--- src/rtl/sd_spi_engine_if.sv ---
// rtl/sd_spi_engine_if.sv - register-block / card-pin bus of the SD SPI shift engine
interface sd_spi_engine_if #(
   parameter int DIV_WIDTH = 8
);
   logic                 START;
   logic                 ABORT;
   logic                 WIDE;
   logic [DIV_WIDTH-1:0] DIV;
   logic [15:0]          TX_DATA;
   logic                 MISO;
   logic [15:0]          RX_DATA;
   logic                 BUSY;
   logic                 DONE;
   logic                 SCLK;
   logic                 MOSI;

   // register-block side: issues transfers, collects results
   modport master (
      output START, ABORT, WIDE, DIV, TX_DATA,
      input  RX_DATA, BUSY, DONE
   );

   // shift-engine side: owns the SPI pins
   modport slave (
      input  START, ABORT, WIDE, DIV, TX_DATA, MISO,
      output RX_DATA, BUSY, DONE, SCLK, MOSI
   );

   // card side: sees the clock and data out, returns MISO
   modport card (
      input  SCLK, MOSI,
      output MISO
   );
endinterface

--- src/rtl/sd_spi_engine.sv ---
// rtl/sd_spi_engine.sv - SPI mode-0 bit shift engine for 8/16-bit SD transfers
module sd_spi_engine #(
   parameter int DIV_WIDTH = 8
) (
   input  logic           C100M,
   input  logic           RESET_n,
   sd_spi_engine_if.slave bus
);

   typedef enum logic [1:0] {S_IDLE, S_LOW, S_HIGH} state_t;

   localparam logic [DIV_WIDTH-1:0] C_CNT_ONE = DIV_WIDTH'(1);

   state_t               r_state, w_next_state;
   logic [15:0]          r_tx, w_tx;
   logic [15:0]          r_rx, w_rx;
   logic [15:0]          r_rx_data, w_rx_data;
   logic [4:0]           r_bits, w_bits;
   logic [DIV_WIDTH-1:0] r_cnt, w_cnt;
   logic [DIV_WIDTH-1:0] r_div, w_div;
   logic                 r_wide, w_wide;
   logic                 r_sclk, w_sclk;
   logic                 r_mosi, w_mosi;
   logic                 r_done, w_done;
   logic                 w_cnt_zero;
   logic                 w_last_bit;
   logic [15:0]          w_tx_shift;

   assign w_cnt_zero = (r_cnt == '0);
   assign w_last_bit = (r_bits == 5'd1);
   // rotate rather than shift in zero so every tx bit stays observed
   assign w_tx_shift = {r_tx[14:0], r_tx[15]};

   // state register
   always_ff @(posedge C100M or negedge RESET_n) begin
      if (!RESET_n) r_state <= S_IDLE;
      else          r_state <= w_next_state;
   end

   // next-state: ABORT overrides everything, including a simultaneous START
   always_comb begin
      w_next_state = r_state;
      if (bus.ABORT) begin
         w_next_state = S_IDLE;
      end else begin
         case (r_state)
            S_IDLE:  if (bus.START) w_next_state = S_LOW;
            S_LOW:   if (w_cnt_zero) w_next_state = S_HIGH;
            S_HIGH:  if (w_cnt_zero) w_next_state = w_last_bit ? S_IDLE : S_LOW;
            default: w_next_state = S_IDLE;
         endcase
      end
   end

   // datapath next values: latch at START, sample MISO on SCLK rise, shift on SCLK fall
   always_comb begin
      w_tx      = r_tx;
      w_rx      = r_rx;
      w_rx_data = r_rx_data;
      w_bits    = r_bits;
      w_cnt     = r_cnt;
      w_div     = r_div;
      w_wide    = r_wide;
      w_sclk    = r_sclk;
      w_mosi    = r_mosi;
      w_done    = 1'b0;
      if (bus.ABORT) begin
         w_sclk = 1'b0;
         w_mosi = 1'b1;
         w_cnt  = '0;
         w_bits = 5'd0;
      end else begin
         case (r_state)
            S_IDLE: begin
               if (bus.START) begin
                  w_div  = bus.DIV;
                  w_wide = bus.WIDE;
                  w_tx   = bus.TX_DATA;
                  w_bits = bus.WIDE ? 5'd16 : 5'd8;
                  w_mosi = bus.WIDE ? bus.TX_DATA[15] : bus.TX_DATA[7];
                  w_cnt  = bus.DIV;
               end
            end
            S_LOW: begin
               if (!w_cnt_zero) begin
                  w_cnt = r_cnt - C_CNT_ONE;
               end else begin
                  w_sclk = 1'b1;
                  w_rx   = {r_rx[14:0], bus.MISO};
                  w_cnt  = r_div;
               end
            end
            S_HIGH: begin
               if (!w_cnt_zero) begin
                  w_cnt = r_cnt - C_CNT_ONE;
               end else begin
                  w_sclk = 1'b0;
                  w_bits = r_bits - 5'd1;
                  if (!w_last_bit) begin
                     w_tx   = w_tx_shift;
                     w_mosi = r_wide ? w_tx_shift[15] : w_tx_shift[7];
                     w_cnt  = r_div;
                  end else begin
                     w_done    = 1'b1;
                     w_mosi    = 1'b1;
                     w_rx_data = r_wide ? r_rx : {8'h00, r_rx[7:0]};
                  end
               end
            end
            default: begin
               w_sclk = 1'b0;
               w_mosi = 1'b1;
            end
         endcase
      end
   end

   // datapath registers; MOSI idles high, everything else clears
   always_ff @(posedge C100M or negedge RESET_n) begin
      if (!RESET_n) begin
         r_tx      <= 16'h0000;
         r_rx      <= 16'h0000;
         r_rx_data <= 16'h0000;
         r_bits    <= 5'd0;
         r_cnt     <= '0;
         r_div     <= '0;
         r_wide    <= 1'b0;
         r_sclk    <= 1'b0;
         r_mosi    <= 1'b1;
         r_done    <= 1'b0;
      end else begin
         r_tx      <= w_tx;
         r_rx      <= w_rx;
         r_rx_data <= w_rx_data;
         r_bits    <= w_bits;
         r_cnt     <= w_cnt;
         r_div     <= w_div;
         r_wide    <= w_wide;
         r_sclk    <= w_sclk;
         r_mosi    <= w_mosi;
         r_done    <= w_done;
      end
   end

   assign bus.RX_DATA = r_rx_data;
   assign bus.BUSY    = (r_state != S_IDLE);
   assign bus.DONE    = r_done;
   assign bus.SCLK    = r_sclk;
   assign bus.MOSI    = r_mosi;

endmodule

--- src/flat_wrapper.sv ---
// flat-port wrapper written by rule: the top's interface ports become plain ports
module sd_spi_engine_flat 
#(
   parameter int DIV_WIDTH = 8
)
  (C100M, RESET_n, bus_START, bus_ABORT, bus_WIDE, bus_DIV, bus_TX_DATA, bus_MISO, bus_RX_DATA, bus_BUSY, bus_DONE, bus_SCLK, bus_MOSI);
  sd_spi_engine_if #(.DIV_WIDTH(DIV_WIDTH)) bus_i ();
  input  logic C100M;
  input  logic RESET_n;
  input wire logic [$bits(bus_i.START)-1:0] bus_START;
  input wire logic [$bits(bus_i.ABORT)-1:0] bus_ABORT;
  input wire logic [$bits(bus_i.WIDE)-1:0] bus_WIDE;
  input wire logic [$bits(bus_i.DIV)-1:0] bus_DIV;
  input wire logic [$bits(bus_i.TX_DATA)-1:0] bus_TX_DATA;
  input wire logic [$bits(bus_i.MISO)-1:0] bus_MISO;
  output wire logic [$bits(bus_i.RX_DATA)-1:0] bus_RX_DATA;
  output wire logic [$bits(bus_i.BUSY)-1:0] bus_BUSY;
  output wire logic [$bits(bus_i.DONE)-1:0] bus_DONE;
  output wire logic [$bits(bus_i.SCLK)-1:0] bus_SCLK;
  output wire logic [$bits(bus_i.MOSI)-1:0] bus_MOSI;
  assign bus_i.START = bus_START;
  assign bus_i.ABORT = bus_ABORT;
  assign bus_i.WIDE = bus_WIDE;
  assign bus_i.DIV = bus_DIV;
  assign bus_i.TX_DATA = bus_TX_DATA;
  assign bus_i.MISO = bus_MISO;
  assign bus_RX_DATA = bus_i.RX_DATA;
  assign bus_BUSY = bus_i.BUSY;
  assign bus_DONE = bus_i.DONE;
  assign bus_SCLK = bus_i.SCLK;
  assign bus_MOSI = bus_i.MOSI;
  sd_spi_engine #(.DIV_WIDTH(DIV_WIDTH)) u_core (.C100M(C100M), .RESET_n(RESET_n), .bus(bus_i));
endmodule
--- config.mk ---
export PLATFORM = sky130hd
export DESIGN_NAME = sd_spi_engine_flat
export DESIGN_NICKNAME = d
export VERILOG_FILES = /design/src/rtl/sd_spi_engine_if.sv /design/src/rtl/sd_spi_engine.sv /design/src/flat_wrapper.sv
export SDC_FILE = /design/constraint.sdc
export NUM_CORES = 1
export LEC_CHECK = 0
export ABC_CLOCK_PERIOD_IN_PS = 2100
export BUFFER_PORTS_ARGS = -buffer_cell sky130_fd_sc_hd__buf_2
export CAP_MARGIN = 10
export CELL_PAD_IN_SITES_DETAIL_PLACEMENT = 1
export CELL_PAD_IN_SITES_GLOBAL_PLACEMENT = 2
export CORE_ASPECT_RATIO = 0.75
export CORE_MARGIN = 5
export CORE_UTILIZATION = 33
export CTS_CLUSTER_DIAMETER = 60
export DETAILED_ROUTE_END_ITERATION = 16
export GPL_TIMING_DRIVEN = 0
export HOLD_SLACK_MARGIN = 0.05
export PLACE_DENSITY = 0.82
export SLEW_MARGIN = 20
export SYNTH_ARGS = -nofsm -noshare
export SYNTH_HDL_FRONTEND = slang
export SYNTH_SLANG_ARGS = --single-unit
--- constraint.sdc ---
create_clock -name C100M -period 2.1 [get_ports C100M]
set_clock_uncertainty 0.15 [all_clocks]
set_input_delay 0.63 -clock C100M [delete_from_list [all_inputs] [get_ports C100M]]
set_output_delay 0.63 -clock C100M [all_outputs]
set_load 0.05 [all_outputs]
Yosys cells after proc, flatten, opt, wreduce, memory -nomap -nowiden:

Index checks and enable logic that the tools add are counted.
W data, S select, Z words.

* word-level logic and storage cells: 78
* bits in writable memories: 0
* output and inout port bits: 20
* flip-flop bits (word level): 75
* memory bits (read-only): 0
* input bits: 30
* memories kept: 0
* bits in latches: 0

* multipliers: 0
* shifts and indexed selects: 0
* div/mod/pow operators: 0
* $lt $le $gt $ge: 0
* bitwise logic cells: 1
* add/sub/neg operators: 2
* reduce and logical (&&, ||, !) cells: 15
* eq/ne operators: 12
* muxes and demuxes: 37

Operators with widths (number)
* $mux W16: 4
* $mux W8: 5
* $pmux W16 S2: 1
* $pmux W8 S3: 1
* $reduce_and A3 Y1: 7
* $mux W5: 4
* $mux W1: 14
* $pmux W5 S2: 1
* $logic_not A8 Y1: 1
* $mux W2: 4
* $ne A2 B2 Y1 const B: 4
* $sub A8 B1 Y8 const B: 1
* $ne A3 B2 Y1 const B: 2
* $pmux W1 S3: 2
* $pmux W2 S3: 1
* $eq A5 B1 Y1 const B: 1
* $reduce_and A5 Y1: 1
* $sub A5 B1 Y5 const B: 1
* $ne A4 B4 Y1 const B: 1
* $reduce_and A4 Y1: 1
* $reduce_bool A2 Y1: 2
* $reduce_bool A4 Y1: 1
* $ne A3 B3 Y1 const B: 1
* $reduce_bool A3 Y1: 1
* 5 further kinds: 5

Logic depth before layout (Yosys ltp):

* depth after elaboration: 5
* gate-level depth with buffers: 8

Least setup slack after synthesis:

OpenSTA, ideal clock, no wires.

* path type: register -> register
* start point: register u_core.r_state[0]
* end point: register u_core.r_tx[10]
* setup slack: -0.071 ns
* library setup time: 0.132 ns
* cell stages (with the launch flop): 9
* data required time: 1.818 ns
* arrival: 1.888 ns
* cell sequence: dfrtp_1 inv_1 ha_1 inv_1 nand2_1 a221o_1 clkbuf_1 nand2_1 o21ai_1

* word-level cells in the longest chain between the ends: 3

RTL lines
* from (decl): RTL line sd_spi_engine.sv:14 `state_t r_state, w_next_state;`
* from (signal assigned): RTL line sd_spi_engine.sv:37 `else r_state <= w_next_state;`
* $eq A2 B2 Y1 / $logic_not A2 Y1 (equally long branches): RTL line sd_spi_engine.sv:73 `case (r_state)`
* $ne A2 B1 Y1 (no line) (tied with other cells)
* $reduce_and A5 Y1 (no line)
* to (signal assigned): RTL line sd_spi_engine.sv:132 `r_tx <= w_tx;`
* to (decl): RTL line sd_spi_engine.sv:15 `logic [15:0] r_tx, w_tx;`

Parallel ways exist; a longest one is shown, timed or not.
A chain may end at the register's enable or synchronous reset.

Final worst setup path:

* start point: register u_core.r_cnt[5]
* end point: register u_core.r_rx[13]

* word-level cells in the longest chain between the ends: 2

RTL lines
* from (decl): RTL line sd_spi_engine.sv:19 `logic [DIV_WIDTH-1:0] r_cnt, w_cnt;`
* from (signal assigned): RTL line sd_spi_engine.sv:136 `r_cnt <= w_cnt;`
* $logic_not A8 Y1: RTL line sd_spi_engine.sv:29 `assign w_cnt_zero = (r_cnt == '0);`
* $reduce_and A3 Y1 (no line)
* to (signal assigned): RTL line sd_spi_engine.sv:133 `r_rx <= w_rx;`
* to (decl): RTL line sd_spi_engine.sv:16 `logic [15:0] r_rx, w_rx;`

No other way between the ends.

==> flow_summary_export.csv <==
group,metric,value,unit
sta,worst_pin_slew,632,ps
critical_path,timing.critical_path.slowest_cell_delay,610,ps
synthesis,synth_ff_type,"dfrtp_1",
synthesis,synth_area_leaders,"dfrtp_1, mux2_2, mux2i_1",
global_route,antenna_found_initial,0,
cells_and_area,fill_cells,1208,
sta,fmax,452,MHz
sta,whs,62.9,ps
routing,drt-total-wl,10.3,mm
job,cap_viol_max_count,0,
routing,drt_iter0_markers,115,
synthesis,yosysSeqAreaShare,51.3,%
synthesis,yosysMostFrequentCell,"dfrtp_1",
sta,rsz0062_at_grt,"yes",
critical_path,worstPathCellList,"or4_4 > nor3_4 > nand3b_4 > buf_6 > mux2_1",
min_path,hold_path_class,"input pin to async pin",
critical_path,start_kind,"flip-flop",
clocking,cts_root_buf,"clkbuf_16",
critical_path,end_kind,"flip-flop",
synthesis,synth_top_area_share,50.6,%
routing,met2_length,4.88,mm
clocking,clkSlewWorstSetupHoldPaths,60,ps
pwr,p_clk_share,25.1,%
floorplan,initial_core_util,33.6,%
routing,routedLengthMet1,4.84,mm
routing,first_pass_iters,4,
sta,finalSetupViolations,25,
cells_and_area,stdcell_count,579,
clocking,numCtsBuffers,9,
synthesis,synth_seq_cells,75,
place,place_congestion,0.823,
pwr,vdd_drop_max,697,uV
synthesis,ys_warn_count,0,
synthesis,yosys.area.top_type,"dfrtp_1",
critical_path,arrival,2270,ps
critical_path,r2r_end,"u_core.r_rx[13]$_DFFE_PN0P_",
critical_path,cp.required,2160,ps
place,dpl.cell_count,532,
critical_path,worstSetupStartpoint,"u_core.r_cnt[5]$_DFFE_PN0P_",
place,portBuffers,48,
global_route,grt_usage,15.3,%
synthesis,synth_common_cells,"dfrtp_1, nand2_1, o21ai_0",
critical_path,critPathKind,"flip-flop to flip-flop",
routing,drc,0,
global_route,grt_max_degree,50,
global_route,grt_pass1_wl,16.4,mm
clocking,h-tree-depth,3,
global_route,grt_pass1_vias,3186,
clocking,cts.sinks,75,
critical_path,cp_slowest_cell,"or4_4",
cells_and_area,area_growth,38.1,%
sta,hold_viol,0,
synthesis,ys_async_sr_fraction,100,%
floorplan,core,10900,um^2
clocking,cts_hold_buffers,0,
status,violations,"setup timing",
routing,routed_via_density,5.15,
status,outcome,"finished with violations",
routing,vias,2982,
critical_path,reg2regPathDepth,5,
floorplan,die_area,13300,um^2
floorplan,die-width,132,um
pwr,power.leakage,2.33,nW
routing,top_layer,"met4",
cells_and_area,n_antenna_cell,0,
synthesis,synth-edff-count,0,
critical_path,reg2reg_slack,-110,ps
pwr,seq_power_share,33.7,%
synthesis,syn_avg_cell_area,10.7,um^2
routing,wl_met3,429,um
sta,finalWorstSetupSlack,-112,ps
pwr,pwr-share-comb,41.2,%
synthesis,syn_nets,381,
sta,timing.final.crit_share,105,%
clocking,clk_path_buf_depth,2,
critical_path,reg2reg_from,"u_core.r_cnt[5]$_DFFE_PN0P_",
cells_and_area,nNetsFinal,472,
sta,slew_violations,0,
pwr,p_switching,2.34,mW
synthesis,syn_inst,343,
clocking,insertion_delay,330,ps
critical_path,crit_fanout,10,
routing,wl_per_cell,17.7,um
cells_and_area,drive_above_1_share,46.5,%
synthesis,syn-cell-area,3660,um^2
floorplan,row_count,33,
floorplan,dieHeight,101,um
clocking,cts_tree,"built",
sta,max_slew_margin,57.9,%
place,dp_hpwl,6.64,mm
global_route,grt.overflow.total,0,
sta,min_period,2210,ps
synthesis,yosys.cell_types.count,54,
pwr,p_int,4.09,mW
pwr,power_density,1270,nW/um^2
routing,ant_nets,0,
floorplan,io_pins,50,
pwr,swShare,36.4,%
==> critical path: cells and delay by family, from the launching register on <==
family                 cells  cell delay [ps]
buffers and inverters      1              170
flip-flops                 1              430
multiplexers               1              330
AND/OR/NAND/NOR            3             1010
==> cells by family after synthesis <==
logic type / count (synthesis) / synth area share [%]
AO/OA/AOI/OAI: 75 / 12.1
XOR/XNOR: 3 / 0.718
adder cells (fa/ha/maj): 8 / 2.73
buffers and inverters: 28 / 3.07
flip-flops: 75 / 51.3
multiplexers: 55 / 16.2
AND/OR/NAND/NOR: 99 / 13.9
==> area by class of cell <==
class / instances / area (um^2) / area share, %
clock inverters: 4 / 47.5 / 0.940
well taps: 140 / 175 / 3.46
multi-input cells: 240 / 1990 / 39.3
clock buffers: 12 / 267 / 5.27
plain buffers: 14 / 113 / 2.23
flip-flops and latches: 75 / 1880 / 37.2
repair buffers: 83 / 542 / 10.7
inverters: 11 / 45.0 / 0.891
==> power groups by stage <==
stage                     sequential [mW]  combinational [mW]  clock, mW
after global routing                 2.22                2.89       1.72
after detailed placement             2.10                1.81          0
after global placement               2.08                1.75          0
after floorplan                      2.04                1.34          0
final                                2.17                2.65       1.62
after CTS                            2.12                2.15       1.66
==> sequential cells by signal (all words and copies together), names as in the netlist, 2 cells and up <==
register            count
u_core.r_state          2
u_core.r_cnt            8
u_core.r_tx            16
u_core.r_div            8
u_core.r_rx            16
u_core.r_bits           5
u_core.bus.RX_DATA     16
==> metal layers <==
layer / global-route usage, % / vias to the layer above
met1: 20.3 / 1505
met5: 0 / -
li1: - / 1408
met3: 4.22 / 11
met4: 4.98 / 0
met2: 24.7 / 58
==> how the worst max path moves through the flow <==
stage / end / slack [ps] / cells after the start
after detailed placement: u_core.r_tx[13]$_DFFE_PN0P_ / -430 / 7
after CTS: u_core.r_state[0]$_DFFE_PN0P_ / -80 / 5
after global placement: u_core.r_tx[14]$_DFFE_PN0P_ / -400 / 7
after floorplan: u_core.bus.RX_DATA[4]$_DFFE_PN0P_ / 9 / 7
after global routing: u_core.r_rx[12]$_DFFE_PN0P_ / -180 / 5
final: u_core.r_rx[13]$_DFFE_PN0P_ / -110 / 5
==> timing repair <==
item	in CTS	in global routing
pin swaps	7	26
buffers inserted	12	18
cloned	1	3
setup endpoints to repair	69	62
resized for setup	40	71
==> per-stage QoR <==
stage          worst slack [ps]  util (%)  power (mW)  TNS, ps  area (um^2)
3_3_place_gp               -404      37.7        3.83   -36700         4110
3_5_place_dp               -427      37.9        3.91   -17880         4140
4_1_cts                   -76.7      43.0        5.93    -1310         4690
2_1_floorplan              8.64         -        3.38        0         3690
6_report                   -112      46.4        6.43    -1520         5060
5_1_grt                    -177      46.4        6.83    -4550         5060
==> layout by cell type (no fill, tap or decap), drive strengths merged, types with 2 or more instances in the layout <==
cell,instances
a21o,2
a21oi,13
a22o,3
a32o,2
buf,90
clkbuf,19
clkinv,2
clkinvlp,2
dfrtp,74
ha,8
inv,10
mux2,34
mux2i,21
nand2,50
nand2b,2
nand3,4
nand4,2
nand4b,2
nor2,12
nor2b,3
nor3,5
nor3b,3
nor4,2
o211ai,2
o21ai,41
o221ai,2
or2,3
or4,4
xor2,2
Power figures use the tool's default switching activity.
